`src/rtl/usb_cmd_pkg.sv`:
```
// Shared definitions for the USB command decoder.
//   Frame sync word, command opcodes, frame length, FSM state encoding,
//   execute-decision encoding, response FIFO geometry and the frame checksum.
package usb_cmd_pkg;

    localparam logic [15:0] SYNC        = 16'hEB90;
    localparam logic [7:0]  CMD_WRITE   = 8'h01;
    localparam logic [7:0]  CMD_READ    = 8'h02;
    localparam logic [7:0]  CMD_RESTORE = 8'h03;
    localparam logic [7:0]  ADDR_ALL    = 8'hFF;   // reg_wr_addr for restore-all

    localparam int FRAME_LEN  = 4;                 // words per frame and per response
    localparam int RESP_DEPTH = 16;                // response FIFO depth in words
    localparam int RESP_CW    = $clog2(RESP_DEPTH) + 1;

    typedef enum logic [2:0] {
        ST_IDLE,
        ST_HDR,
        ST_DAT,
        ST_CHK,
        ST_EXEC,
        ST_PUSH
    } state_t;

    // Outcome of the EXEC cycle after all frame checks.
    typedef enum logic [1:0] {
        OP_ERR,
        OP_WRITE,
        OP_READ,
        OP_RESTORE
    } exec_op_t;

    // Frame checksum: 16-bit wrap-around sum of header and data words.
    function automatic logic [15:0] frame_chk(input logic [15:0] hdr, input logic [15:0] dat);
        return hdr + dat;
    endfunction

endpackage

```
`src/rtl/usb_resp_fifo.sv`:
```
// Response FIFO, 16-bit words, synchronous, registered read port.
//   clk, rst_n : clock / synchronous active-low reset
//   push, wdata: write one word (ignored when full unless a pop frees a slot)
//   pop        : read one word; rdata updates the following cycle.
//                A pop on an empty FIFO is ignored and rdata holds.
//   rdata      : registered read data (0 after reset)
//   count      : number of words stored
module usb_resp_fifo
    import usb_cmd_pkg::*;
#(
    parameter int DEPTH = RESP_DEPTH,
    parameter int CW    = RESP_CW
)(
    input  logic          clk,
    input  logic          rst_n,
    input  logic          push,
    input  logic [15:0]   wdata,
    input  logic          pop,
    output logic [15:0]   rdata,
    output logic [CW-1:0] count
);

    localparam int AW = $clog2(DEPTH);

    logic [15:0]   mem [DEPTH];
    logic [AW-1:0] wr_ptr;
    logic [AW-1:0] rd_ptr;
    logic          empty;
    logic          full;
    logic          do_push;
    logic          do_pop;

    assign empty   = (count == '0);
    assign full    = (count == CW'(DEPTH));
    assign do_pop  = pop && !empty;
    // A simultaneous pop frees a slot, so a push into a full FIFO may proceed.
    assign do_push = push && (!full || do_pop);

    // Storage is not reset; only the pointers/count define validity.
    always_ff @(posedge clk) begin
        if (do_push) begin
            mem[wr_ptr] <= wdata;
        end
    end

    always_ff @(posedge clk) begin
        if (!rst_n) begin
            wr_ptr <= '0;
            rd_ptr <= '0;
            count  <= '0;
            rdata  <= '0;
        end else begin
            if (do_push) begin
                wr_ptr <= wr_ptr + AW'(1);
            end
            if (do_pop) begin
                rdata  <= mem[rd_ptr];
                rd_ptr <= rd_ptr + AW'(1);
            end
            case ({do_push, do_pop})
                2'b10:   count <= count + CW'(1);
                2'b01:   count <= count - CW'(1);
                default: count <= count;
            endcase
        end
    end

endmodule

```
`src/rtl/usb_cmd_decoder.sv`:
```
// USB host command decoder.
//   Frames 4-word host commands (SYNC, {cmd,addr}, data, checksum), validates
//   them and applies WRITE / READ / RESTORE to a bank of 16-bit parameter
//   registers. READ responses are queued as 4-word frames in a response FIFO
//   drained by usb_controller.
//   usb_clk, rst_n      : clock / synchronous active-low reset
//   receive_data(_en)   : incoming command word and its valid strobe
//   fifo_parameter_en   : response pop; parameter_data valid the next cycle
//   send_out            : 1-cycle pulse after a full response frame is queued
//   reg_bus             : flat register bank, reg i at [16*i +: 16]
//   reg_wr, reg_wr_addr : update pulse and address (ADDR_ALL for restore)
//   err_cnt             : saturating count of rejected / timed-out frames
module usb_cmd_decoder
    import usb_cmd_pkg::*;
#(
    parameter int               NREG    = 16,
    parameter logic [NREG*16-1:0] RST_VAL = '0,
    parameter int               TIMEOUT = 1024,
    parameter logic [15:0]      SYNC    = usb_cmd_pkg::SYNC
)(
    input  logic               usb_clk,
    input  logic               rst_n,
    input  logic [15:0]        receive_data,
    input  logic               receive_data_en,
    input  logic               fifo_parameter_en,
    output logic [15:0]        parameter_data,
    output logic               send_out,
    output logic [NREG*16-1:0] reg_bus,
    output logic               reg_wr,
    output logic [7:0]         reg_wr_addr,
    output logic [15:0]        err_cnt
);

    localparam int         AW     = (NREG > 1) ? $clog2(NREG) : 1;
    localparam int         GW     = $clog2(TIMEOUT + 1);
    localparam logic [8:0] NREG_W = 9'(NREG);

    state_t                  state, state_nxt;
    exec_op_t                exec_op;

    logic [15:0]             hdr_q;      // {cmd, addr}
    logic [15:0]             dat_q;
    logic [15:0]             chk_q;
    logic [GW-1:0]           gap;
    logic [1:0]              push_idx;
    logic [15:0]             rsp_dat;    // register value snapshotted for READ
    logic [NREG-1:0][15:0]   regs;

    logic [7:0]              cmd;
    logic [7:0]              addr;
    logic                    chk_ok;
    logic                    addr_ok;
    logic                    fifo_room;
    logic                    in_frame;
    logic                    timeout;
    logic                    err_evt;
    logic [15:0]             rd_val;

    logic                    fifo_push;
    logic [15:0]             fifo_wdata;
    logic [RESP_CW-1:0]      fifo_cnt;

    // ------------------------------------------------------------------
    // Frame decode
    // ------------------------------------------------------------------
    assign cmd       = hdr_q[15:8];
    assign addr      = hdr_q[7:0];
    assign chk_ok    = (frame_chk(hdr_q, dat_q) == chk_q);
    assign addr_ok   = ({1'b0, addr} < NREG_W);
    // Response space is checked at EXEC; pops during the push burst only add room.
    assign fifo_room = (fifo_cnt <= RESP_CW'(RESP_DEPTH - FRAME_LEN));
    assign rd_val    = regs[addr[AW-1:0]];

    assign in_frame  = (state == ST_HDR) || (state == ST_DAT) || (state == ST_CHK);
    // Gap counts idle cycles since the last accepted word; the abort happens on
    // the TIMEOUT-th consecutive idle cycle.
    assign timeout   = (gap == GW'(TIMEOUT - 1));

    // Checks in priority order: checksum, opcode, address, then FIFO space.
    always_comb begin
        exec_op = OP_ERR;
        if (chk_ok) begin
            case (cmd)
                CMD_WRITE:   exec_op = addr_ok ? OP_WRITE : OP_ERR;
                CMD_READ:    exec_op = (addr_ok && fifo_room) ? OP_READ : OP_ERR;
                CMD_RESTORE: exec_op = OP_RESTORE;
                default:     exec_op = OP_ERR;
            endcase
        end
    end

    // ------------------------------------------------------------------
    // FSM
    // ------------------------------------------------------------------
    always_ff @(posedge usb_clk) begin
        if (!rst_n) begin
            state <= ST_IDLE;
        end else begin
            state <= state_nxt;
        end
    end

    always_comb begin
        state_nxt  = state;
        err_evt    = 1'b0;
        fifo_push  = 1'b0;
        fifo_wdata = SYNC;
        case (state)
            ST_IDLE: begin
                if (receive_data_en && (receive_data == SYNC)) begin
                    state_nxt = ST_HDR;
                end
            end
            // Inside a frame every word is payload, including SYNC.
            ST_HDR, ST_DAT, ST_CHK: begin
                if (receive_data_en) begin
                    case (state)
                        ST_HDR:  state_nxt = ST_DAT;
                        ST_DAT:  state_nxt = ST_CHK;
                        default: state_nxt = ST_EXEC;
                    endcase
                end else if (timeout) begin
                    state_nxt = ST_IDLE;
                    err_evt   = 1'b1;
                end
            end
            ST_EXEC: begin
                err_evt   = (exec_op == OP_ERR);
                state_nxt = (exec_op == OP_READ) ? ST_PUSH : ST_IDLE;
            end
            ST_PUSH: begin
                fifo_push = 1'b1;
                case (push_idx)
                    2'd0:    fifo_wdata = SYNC;
                    2'd1:    fifo_wdata = hdr_q;
                    2'd2:    fifo_wdata = rsp_dat;
                    default: fifo_wdata = frame_chk(hdr_q, rsp_dat);
                endcase
                if (push_idx == 2'(FRAME_LEN - 1)) begin
                    state_nxt = ST_IDLE;
                end
            end
            default: state_nxt = ST_IDLE;
        endcase
    end

    // ------------------------------------------------------------------
    // Frame capture, gap counter, push sequencing
    // ------------------------------------------------------------------
    always_ff @(posedge usb_clk) begin
        if (!rst_n) begin
            hdr_q    <= '0;
            dat_q    <= '0;
            chk_q    <= '0;
            gap      <= '0;
            push_idx <= '0;
            rsp_dat  <= '0;
            send_out <= 1'b0;
        end else begin
            if (in_frame && !receive_data_en) begin
                gap <= gap + GW'(1);
            end else begin
                gap <= '0;
            end

            if (receive_data_en) begin
                case (state)
                    ST_HDR:  hdr_q <= receive_data;
                    ST_DAT:  dat_q <= receive_data;
                    ST_CHK:  chk_q <= receive_data;
                    default: ;
                endcase
            end

            if (state == ST_EXEC) begin
                rsp_dat <= rd_val;
            end

            push_idx <= (state == ST_PUSH) ? push_idx + 2'd1 : 2'd0;
            send_out <= (state == ST_PUSH) && (push_idx == 2'(FRAME_LEN - 1));
        end
    end

    // ------------------------------------------------------------------
    // Register bank and error counter
    // ------------------------------------------------------------------
    always_ff @(posedge usb_clk) begin
        if (!rst_n) begin
            regs        <= RST_VAL;
            reg_wr      <= 1'b0;
            reg_wr_addr <= '0;
            err_cnt     <= '0;
        end else begin
            reg_wr <= 1'b0;
            if (state == ST_EXEC) begin
                case (exec_op)
                    OP_WRITE: begin
                        regs[addr[AW-1:0]] <= dat_q;
                        reg_wr             <= 1'b1;
                        reg_wr_addr        <= addr;
                    end
                    OP_RESTORE: begin
                        regs        <= RST_VAL;
                        reg_wr      <= 1'b1;
                        reg_wr_addr <= ADDR_ALL;
                    end
                    default: ;
                endcase
            end
            if (err_evt && (err_cnt != 16'hFFFF)) begin
                err_cnt <= err_cnt + 16'd1;
            end
        end
    end

    assign reg_bus = regs;

    // ------------------------------------------------------------------
    // Response FIFO
    // ------------------------------------------------------------------
    usb_resp_fifo u_resp_fifo (
        .clk   (usb_clk),
        .rst_n (rst_n),
        .push  (fifo_push),
        .wdata (fifo_wdata),
        .pop   (fifo_parameter_en),
        .rdata (parameter_data),
        .count (fifo_cnt)
    );

endmodule
```
`config.mk`:
```
export PLATFORM = sky130hd
export DESIGN_NAME = usb_cmd_decoder
export DESIGN_NICKNAME = d
export VERILOG_FILES = /design/src/rtl/usb_cmd_pkg.sv /design/src/rtl/usb_resp_fifo.sv /design/src/rtl/usb_cmd_decoder.sv
export SDC_FILE = /design/constraint.sdc
export NUM_CORES = 1
export LEC_CHECK = 0
export ABC_AREA = 1
export CAP_MARGIN = 5
export CORE_AREA = 10 10 341 260
export DETAILED_ROUTE_END_ITERATION = 8
export DIE_AREA = 0 0 351 270
export PLACE_DENSITY = 0.57
export SLEW_MARGIN = 20
export SYNTH_ARGS = -nofsm -noshare
export SYNTH_HDL_FRONTEND = slang
export SYNTH_SLANG_ARGS = --single-unit
```
`constraint.sdc`:
```
create_clock -name usb_clk -period 4.57 [get_ports usb_clk]
set_input_delay 1.371 -clock usb_clk [delete_from_list [all_inputs] [get_ports usb_clk]]
set_output_delay 1.371 -clock usb_clk [all_outputs]
set_load 0.01 [all_outputs]
```
Word level (Yosys, flattened, before mapping)
Memory sizes are Yosys's and may differ from the RTL's. A register that Yosys moved wholly into a read port is not among the register bits.
Cells that the tools add are included.
Widths: inputs -> output; s select.
- logic and storage cells: 127
- register bits after elaboration: 375
- bits in writable memories: 256
- memories: 1
- bits of input ports: 20
- memory list (memory ; depth ; bits a word ; rd ports ; clocked after Yosys merged registers in ; write ports ; RTL line ; source):
    u_resp_fifo.mem ; 16 ; 16 ; 1 ; 1 ; 1 ; usb_resp_fifo.sv:25 ; logic [15:0] mem [DEPTH];
- eq/ne operators: 24
- add/subtract/negate cells: 9
- $lt $le $gt $ge: 4
- muxes and demuxes: 28
- reductions and logical operators: 31
- operator list (cell ; number):
    $pmux 256 s2 ; 1
    $bwmux 256 ; 1
    $bmux 16 s4 ; 1
    $demux 16 s4 ; 1
    $mux 16 ; 3
    $pmux 16 s3 ; 1
    $add 16x16->16 ; 2
    $add 16x1->16 const B ; 1
    $eq 16x16->1 ; 1
    $eq 16x16->1 const B ; 1
    $eq 8x2->1 const B ; 2
    $ne 16x16->1 const B ; 1
    $pmux 8 s2 ; 1
    $mux 3 ; 5
    $reduce_and 2->1 ; 7
    $pmux 3 s4 ; 1
    $add 11x1->11 const B ; 1
    $eq 11x10->1 const B ; 1
    $eq 2x2->1 const B ; 5
    $pmux 5 s2 ; 1
    $add 4x1->4 const B ; 2
    $eq 8x1->1 const B ; 1
    $logic_and 1x1->1 ; 8
    $lt 8x5->1 const B ; 1
    other kinds (27) ; 46

Longest topological paths before layout
Gate-level depths: netlist of the first run.
- depth after elaboration: 8
- mapped depth: 21

By module
From an unflattened synthesis of the first run, not the netlist that was laid out.
- cells, all modules: 3535
- area total of the unflattened synthesis: 29376.9 um^2
- modules (own cells, without submodules) (module ; instances ; area an instance (um^2) ; cells each):
    usb_cmd_decoder ; 1 ; 17199.0 ; 2342
    usb_resp_fifo ; 1 ; 12177.9 ; 1193

Least setup slack after synthesis of the first run
No wires, ideal clock.
- path kind: in2reg
- start: input port fifo_parameter_en
- end: memory u_resp_fifo.mem[11][0], enable pin
- stages on the path: 6
- data arrival time: 2.733 ns
- path buffers: 0
- data required time: 4.182 ns
- setup time: 0.388 ns
- path slack: 1.448 ns
- path through: inv_1 > a31oi_1 > inv_1 > nor2_1 > nand2_1 > nor2_1
- word-level cells in the longest chain between the ends: 5
- RTL lines (what ; RTL line ; source):
    from (decl) ; usb_cmd_decoder.sv:25 ; input logic fifo_parameter_en,
    $logic_and 1x1->1 ; usb_resp_fifo.sv:35 ; assign do_pop = pop && !empty;
    $logic_or 1x1->1 ; usb_resp_fifo.sv:37 ; assign do_push = push && (!full || do_pop);
    $logic_and 1x1->1 ; usb_resp_fifo.sv:37 ;
    $mux 1 ; usb_resp_fifo.sv:41 ; if (do_push) begin
    $mux 1 (not written as such) ; usb_resp_fifo.sv:42 ; mem[wr_ptr] <= wdata;
    to (decl) ; usb_resp_fifo.sv:25 ;
No other way between the ends.

Worst setup path in the final report of the first run
- start: register dat_q[0]
- end: register regs (netlist bit reg_bus[200])
- word-level cells in the longest chain between the ends: 6
- elaborated cells on any way between the ends: 8
- classes of those cells: add/sub (1); eq/ne (3); mux (2); reduce/logical (2)
- RTL lines (what ; RTL line ; source):
    from (decl) ; usb_cmd_decoder.sv:42 ; logic [15:0] dat_q;
    from (signal assigned) ; usb_cmd_decoder.sv:169 ; ST_DAT: dat_q <= receive_data;
    $add 16x16->16 (*) ; usb_cmd_pkg.sv:35 ; return hdr + dat;
    $eq 16x16->1 (*) ; usb_cmd_decoder.sv:68 ; assign chk_ok = (frame_chk(hdr_q, dat_q) == chk_q);
    $mux 2 (*) ; usb_cmd_decoder.sv:82 ; if (chk_ok) begin
    $eq 2x2->1 or $eq 2x1->1 (tied branches) ; usb_cmd_decoder.sv:196 ; case (exec_op)
    $reduce_bool 2->1 (no source line) ; -- ;
    $reduce_and 2->1 (no source line) ; -- ;
    to (signal, indexed assignment) ; usb_cmd_decoder.sv:198 ; regs[addr[AW-1:0]] <= dat_q;
    to (decl) ; usb_cmd_decoder.sv:47 ; logic [NREG-1:0][15:0] regs;
Mark *: on every way between the ends. The rest lies on a longest branch, timed or not.
A chain may end at the register's enable or synchronous reset.

==> flow_metrics.py, run 1 <==
metrics = {
    "power": {
        "p_leak_uw": 0.0132,
        "total_power_uw": 14200,
        "powerDensity_mw_per_mm2": 403,
        "p_sw_share_pct": 30.0,
        "power_frac_seq_pct": 43.9,
        "switchingPower_uw": 4260,
        "power_frac_comb_pct": 17.0,
        "ir_drop_uv": 272,
        "internal_power_uw": 9920,
        "clkPwrFrac_pct": 39.0,
    },
    "floorplanning": {
        "die_x_um": 351,
        "core-area_mm2": 0.0819,
        "dieArea_mm2": 0.0948,
        "rows": 91,
        "die_h_um": 270,
        "ioPinCount": 318,
        "initial_core_util_pct": 34.7,
    },
    "logic_synthesis": {
        "synth_nets": 3398,
        "synth_warnings": 0,
        "synthCells": 3331,
        "ys_types": 46,
        "synth.cell_area_mm2": 0.0284,
        "syn_avg_cell_area_um2": 8.54,
        "synth-seq-cells": 647,
        "seq_area_frac_synth_pct": 54.6,
    },
    "clock_tree": {
        "cts.htree.levels": 3,
        "post_cts_buffers": 0,
        "cts_resized": 0,
        "clkTransAtPathRegs_ns": 0.06,
        "hold_buffers": 0,
        "cts_buffer_depth": 3,
        "cts_buffers": 69,
        "cts_sinks": 647,
        "clk-insertion-delay-late_ns": 0.63,
        "tritoncts": "yes",
        "root_buffer": "clkbuf_16",
    },
    "placement": {
        "finalWeightedCongestion": 0.934,
        "port_buffers": 317,
        "dp_hpwl_um": 76100,
        "place_ws_ns": 0.858,
    },
    "setup_path": {
        "critPathCaptureType": "flop",
        "r2r_cells": 20,
        "required_ns": 5.14,
        "path_class": "flop to flop",
        "cp-start-kind": "flop",
        "arrival_ns": 4.32,
        "cp_max_fo": 43,
    },
    "finish": {
        "fillers": 7984,
        "fin_nets": 3670,
        "syn2layout_area_growth_pct": 23.8,
        "drive_gt1_share_pct": 7.01,
        "multi_input_area_mm2": 0.0115,
        "seqCellArea_mm2": 0.0155,
    },
    "routing": {
        "firstDrtPassIters": 6,
        "drc": 0,
        "ant_nets": 0,
        "drt_iter0_markers": 3487,
        "vias": 26189,
        "vias_per_cell": 5.54,
        "routedWlPerCell_um": 23.4,
        "wirelength_um": 111000,
    },
    "timing": {
        "max_freq_mhz": 266,
        "fin_worst_skew_ns": 0.0310,
        "hold_viol_final": 0,
        "maxSlewHeadroom_pct": 16.3,
        "setup_viol": 0,
        "maxSlewViolCount": 0,
        "fin_crit_sh_pct": 82.1,
        "tightest_slew_ns": 1.25,
        "rsz0062_at_grt": "false",
        "fin_ws_ns": 0.817,
        "tns_ns": 0,
        "period_minus_slack_ns": 3.75,
    },
    "global_routing": {
        "grt-ovfl-total": 0,
        "antenna_found_initial": 4,
        "grt_pass1_vias": 23413,
        "grt_usage_pct": 22.3,
        "grt_max_degree": 186,
        "grt_pass1_wl_um": 161000,
    },
    "job": {
        "max_cap_viol_count": 0,
    },
    "status": {
        "outcome": "finished clean",
    },
    "hold_path": {
        "hp-class": "flop to flop",
        "hold_depth": 1,
    },
}
## cell usage after synthesis, drive strengths merged
| cell | count | area [um2] |
|---|---|---|
| xnor2 | 14 | 123 |
| a21o | 1 | 7.51 |
| o211ai | 3 | 22.5 |
| or2 | 2 | 12.5 |
| fa | 3 | 60.1 |
| a221oi | 1 | 8.76 |
| clkbuf | 151 | 567 |
| nor4 | 17 | 106 |
| o2111ai | 3 | 26.3 |
| o21a | 1 | 7.51 |
| edfxtp | 256 | 7690 |
| a31oi | 3 | 18.8 |
| or3 | 2 | 12.5 |
| buf | 72 | 355 |
| nor2 | 380 | 1460 |
| and2 | 2 | 12.5 |
| a211oi | 3 | 22.5 |
| clkinv | 2 | 7.51 |
| a311oi | 2 | 17.5 |
| o21ai | 306 | 1530 |
| o22ai | 81 | 507 |
| inv | 176 | 661 |
| nand3b | 6 | 45.0 |
| a41oi | 1 | 8.76 |
| nand2 | 610 | 2290 |
| o32ai | 2 | 17.5 |
| nor3b | 1 | 7.51 |
| dfxtp | 391 | 7830 |
| xor2 | 13 | 114 |
| nand4 | 62 | 388 |
| a21oi | 185 | 926 |
| ha | 44 | 551 |
| o41ai | 1 | 8.76 |
| a2111oi | 1 | 8.76 |
| nand3 | 389 | 1950 |
| nor3 | 16 | 96.4 |
| a22oi | 128 | 961 |
## layout by cell type, fill, tap and decap left out, types with 4 or more instances in the layout
master           netlist  final
nand2_1              609    609
nand3_1              389    389
dfxtp_1              391    389
nor2_1               375    348
clkdlybuf4s50_1        0    316
o21ai_0              290    286
edfxtp_1             256    256
a21oi_1              185    185
inv_1                173    171
a22oi_1              128    128
buf_4                 14    100
o22ai_1               81     81
clkbuf_16              0     70
nand4_1               62     62
ha_1                  44     44
nor2_2                 0     24
o21ai_1               16     17
nor4_1                17     17
clkbuf_1             151     16
xnor2_1               14     14
nor3_1                14     13
xor2_1                13     13
clkinv_1               2     10
clkinv_2               0      9
nor2_4                 5      8
nand3b_1               6      6
clkinvlp_4             0      6
buf_12                 0      6
bufinv_16              0      4
## power groups by stage
| stage | combinational (uW) | clock, uW | sequential, uW |
|---|---|---|---|
| 4_1_cts | 2400 | 5620 | 6230 |
| 5_1_grt | 2670 | 5860 | 6240 |
| 6_report | 2420 | 5540 | 6230 |
| 3_3_place_gp | 2380 | 0 | 6350 |
| 2_1_floorplan | 1540 | 0 | 6310 |
| 3_5_place_dp | 2390 | 0 | 6350 |
## sequential cells by signal, indices dropped and copies added (netlist names)
| signal | cells |
|---|---|
| u_resp_fifo.mem | 256 |
| reg_wr | 1 |
| dat_q | 16 |
| state | 3 |
| u_resp_fifo.wr_ptr | 4 |
| err_cnt | 16 |
| push_idx | 2 |
| u_resp_fifo.rdata | 16 |
| send_out | 1 |
| gap | 11 |
| rsp_dat | 16 |
| chk_q | 16 |
| u_resp_fifo.rd_ptr | 4 |
| hdr_q | 16 |
| u_resp_fifo.count | 5 |
| reg_wr_addr | 8 |
| reg_bus | 256 |
## metrics by stage
step / util [%] / instance area (um2) / std cells / hold WS [ns]
2_1_floorplan: - / 28400 / 3331 / 0.418
3_3_place_gp: 40.3 / 33000 / 4600 / 0.430
3_5_place_dp: 40.3 / 33000 / 4600 / 0.437
4_1_cts: 43.0 / 35200 / 4721 / 0.447
5_1_grt: 43.0 / 35200 / 4722 / 0.454
6_report: 43.0 / 35200 / 4724 / 0.444
## cell type report
cell class | instances | area share, %
sequential | 647 | 44.1
timing repair buffer | 424 | 11.5
clock inverter | 32 | 0.874
multi-input combinational | 2283 | 32.6
antenna | 2 | 0.0142
tap | 1069 | 3.80
clock buffer | 89 | 5.26
inverter | 178 | 1.90
## final timing paths
| check | start | endpoint | slack [ns] |
|---|---|---|---|
| setup reg to reg | dat_q[0] | reg_bus[200] | 0.82 |
| hold / removal | gap[0] | gap[0] | 0.44 |
| hold reg to reg | gap[0] | gap[0] | 0.44 |
| setup / recovery | dat_q[0] | reg_bus[200] | 0.82 |
## worst max-delay path, stage by stage (launching register included)
cell	delay [ns]
dfxtp_1	0.40
ha_1	0.27
fa_1	0.44
nand2_1	0.11
nand2_1	0.11
nand3_1	0.12
nand2_1	0.08
nand2_1	0.10
nand2_1	0.06
nand2_1	0.08
nand2_1	0.05
nand2_1	0.05
nand2_1	0.05
nor2_1	0.18
nand3_1	0.19
nor3_4	0.19
nand2_2	0.33
clkinv_1	0.12
buf_4	0.46
nand3_1	0.14
nand2_1	0.12
## metal layers
layer | share of wire, % | track usage (%)
met4 | 3.7 | 7.65
met5 | 0.012 | 0
met3 | 9.8 | 4.90
met1 | 43 | 31.9
met2 | 43 | 32.7
## cells by family after synthesis
| family | count (synthesis) | synth area share (%) |
|---|---|---|
| AND/OR/NAND/NOR | 1487 | 22.4 |
| AO/OA/AOI/OAI | 722 | 14.4 |
| flip-flops | 647 | 54.6 |
| buffers and inverters | 401 | 5.59 |
| adder cells (fa/ha/maj) | 47 | 2.15 |
| XOR/XNOR | 27 | 0.832 |
Note: power is estimated with default switching activity, not from simulation.
==> inputs of run 2 (changes only) <==
==> constraint.sdc (replaced) <==
create_clock -name usb_clk -period 3.82 [get_ports usb_clk]
set_input_delay 1.146 -clock usb_clk [delete_from_list [all_inputs] [get_ports usb_clk]]
set_output_delay 1.146 -clock usb_clk [all_outputs]
set_load 0.01 [all_outputs]
==> run 2 against run 1 <==
Total power grew 25%. Via count shrank 0.16%. Worst hold slack gained 0.0033 ns. Sequential power grew 18%. Global-route usage grew 0.30 points. Cell count grew 0.70%. Maximum frequency grew 8.5%. First-iteration DRC count shrank 15%. Routed wire length grew 1.2%. Core utilization grew 0.71 points. Register-to-register slack lost 0.45 ns. Critical path type unchanged. Largest cell class unchanged.
==> flow_metrics.py, run 2 (synthesized netlist as in run 1, its figures left out) <==
metrics = {
    "status": {
        "outcome": "finished clean",
    },
    "global_routing": {
        "grt_pass1_vias": 23585,
        "grt_usage_pct": 22.6,
        "grt-ovfl-total": 0,
        "grt_max_degree": 131,
        "grt_pass1_wl_um": 163000,
        "antenna_found_initial": 3,
    },
    "timing": {
        "rsz0062_at_grt": "false",
        "setup_viol": 0,
        "maxSlewViolCount": 0,
        "fin_worst_skew_ns": 0.0384,
        "fin_crit_sh_pct": 90.5,
        "hold_viol_final": 0,
        "max_freq_mhz": 289,
        "period_minus_slack_ns": 3.46,
        "fin_ws_ns": 0.363,
        "maxSlewHeadroom_pct": 18.0,
        "tns_ns": 0,
        "tightest_slew_ns": 1.23,
    },
    "clock_tree": {
        "cts.htree.levels": 3,
        "cts_buffer_depth": 3,
        "root_buffer": "clkbuf_16",
        "clkTransAtPathRegs_ns": 0.06,
        "cts_sinks": 647,
        "tritoncts": "yes",
        "hold_buffers": 0,
        "clk-insertion-delay-late_ns": 0.64,
        "cts_buffers": 70,
    },
    "setup_path": {
        "r2r_setup_slack_ns": 0.36,
        "critPathCaptureType": "flop",
        "cp_max_fo": 15,
        "required_ns": 4.37,
        "cp-start-kind": "flop",
        "path_class": "flop to flop",
        "arrival_ns": 4.00,
    },
    "hold_path": {
        "hp-class": "flop to flop",
    },
    "floorplanning": {
        "dieArea_mm2": 0.0948,
        "die_x_um": 351,
        "ioPinCount": 318,
        "rows": 91,
        "initial_core_util_pct": 34.7,
        "die_h_um": 270,
        "core-area_mm2": 0.0819,
    },
    "routing": {
        "drt_iter0_markers": 2959,
        "drc": 0,
        "ant_nets": 0,
        "wirelength_um": 112000,
        "vias_per_cell": 5.50,
        "vias": 26148,
        "routedWlPerCell_um": 23.5,
        "firstDrtPassIters": 6,
    },
    "placement": {
        "port_buffers": 317,
        "finalWeightedCongestion": 0.952,
        "place_ws_ns": 0.280,
        "dp_hpwl_um": 77700,
    },
    "finish": {
        "syn2layout_area_growth_pct": 25.9,
        "multi_input_area_mm2": 0.0115,
        "seqCellArea_mm2": 0.0155,
        "final_common_cell": "nand2_1",
        "drive_gt1_share_pct": 8.16,
        "n_antenna_cell": 0,
        "most-common-layout-cells": "nand2_1, nand3_1, dfxtp_1, nor2_1, clkdlybuf4s50_1",
        "fillers": 7965,
        "fin_nets": 3700,
    },
    "power": {
        "ir_drop_uv": 311,
        "powerDensity_mw_per_mm2": 494,
        "p_leak_uw": 0.0135,
    },
    "job": {
        "max_cap_viol_count": 0,
    },
}
run 2: cell count changes in the layout (fill, tap and decap cells not counted), sizes merged:
| cell | change |
|---|---|
| clkinv | +1 |
| bufinv | +5 |
| clkinvlp | -4 |
| buf | +30 |
| diode | -2 |
| clkbuf | +2 |
| inv | +1 |
run 2: metrics by stage:
stage | total power (uW) | instance area [um2] | hold WS (ns) | std cells | utilization, %
after detailed placement | 10500 | 33300 | 0.437 | 4629 | 40.7
after global placement | 10500 | 33300 | 0.432 | 4629 | 40.7
after floorplan | 9380 | 28400 | 0.418 | 3331 | -
after CTS | 17700 | 35700 | 0.451 | 4756 | 43.7
after global routing | 18400 | 35800 | 0.471 | 4757 | 43.7
final | 17700 | 35800 | 0.447 | 4757 | 43.7
run 2: worst paths after layout:
path | end | from | cells past startpoint
worst max-delay path | reg_bus[248] | hdr_q[0] | 19
worst min-delay path | gap[0] | gap[0] | 1
worst max register to register | reg_bus[248] | hdr_q[0] | 19
worst min register to register | gap[0] | gap[0] | 1
run 2: area by class of cell:
class	count	share of cell area, %
clock buffers	92	5.55
clock inverters	35	1.26
inverters	178	1.87
multi-input cells	2283	32.0
flip-flops and latches	647	43.4
well taps	1069	3.74
repair buffers	453	12.2
run 2: worst max-delay path, cell delays in order, from the launching register on:
cell     delay (ns)
dfxtp_1        0.31
ha_1           0.23
fa_1           0.45
nand2_1        0.12
nand2_1        0.11
nand3_1        0.14
nand2_1        0.08
nand2_1        0.09
nand2_1        0.05
nand2_1        0.07
nand2_1        0.05
nand2_1        0.05
nand2_1        0.04
nor2_1         0.19
nand3_1        0.22
nor3_4         0.24
nand2_4        0.23
nor2_4         0.49
nand2_1        0.09
nand2_1        0.11
run 2: routing by layer:
metal  part of all wire, %  routed length [um]  up-vias  GRT usage [%]
li1                      -                   -    12178              -
met1                    44               49300    12544           31.7
met2                    43               48500     1221           33.4
met3                   9.2               10300      203           5.58
met4                   3.4                3840        2           7.73
met5                 0.012                  13        -              0
run 2: power by group:
part	leakage, uW	internal, uW	total [uW]	switching, uW
clock	0.00120	4300	7250	2950
sequential	0.00511	7260	7370	109
combinational	0.00719	930	3060	2130
total	0.0135	12500	17700	5190
run 2: repair_timing:
| item | CTS | global route |
|---|---|---|
| resized for setup | 0 | 2 |
| buffers inserted | 0 | 1 |
| endpoints found under the setup margin | 0 | 31 |
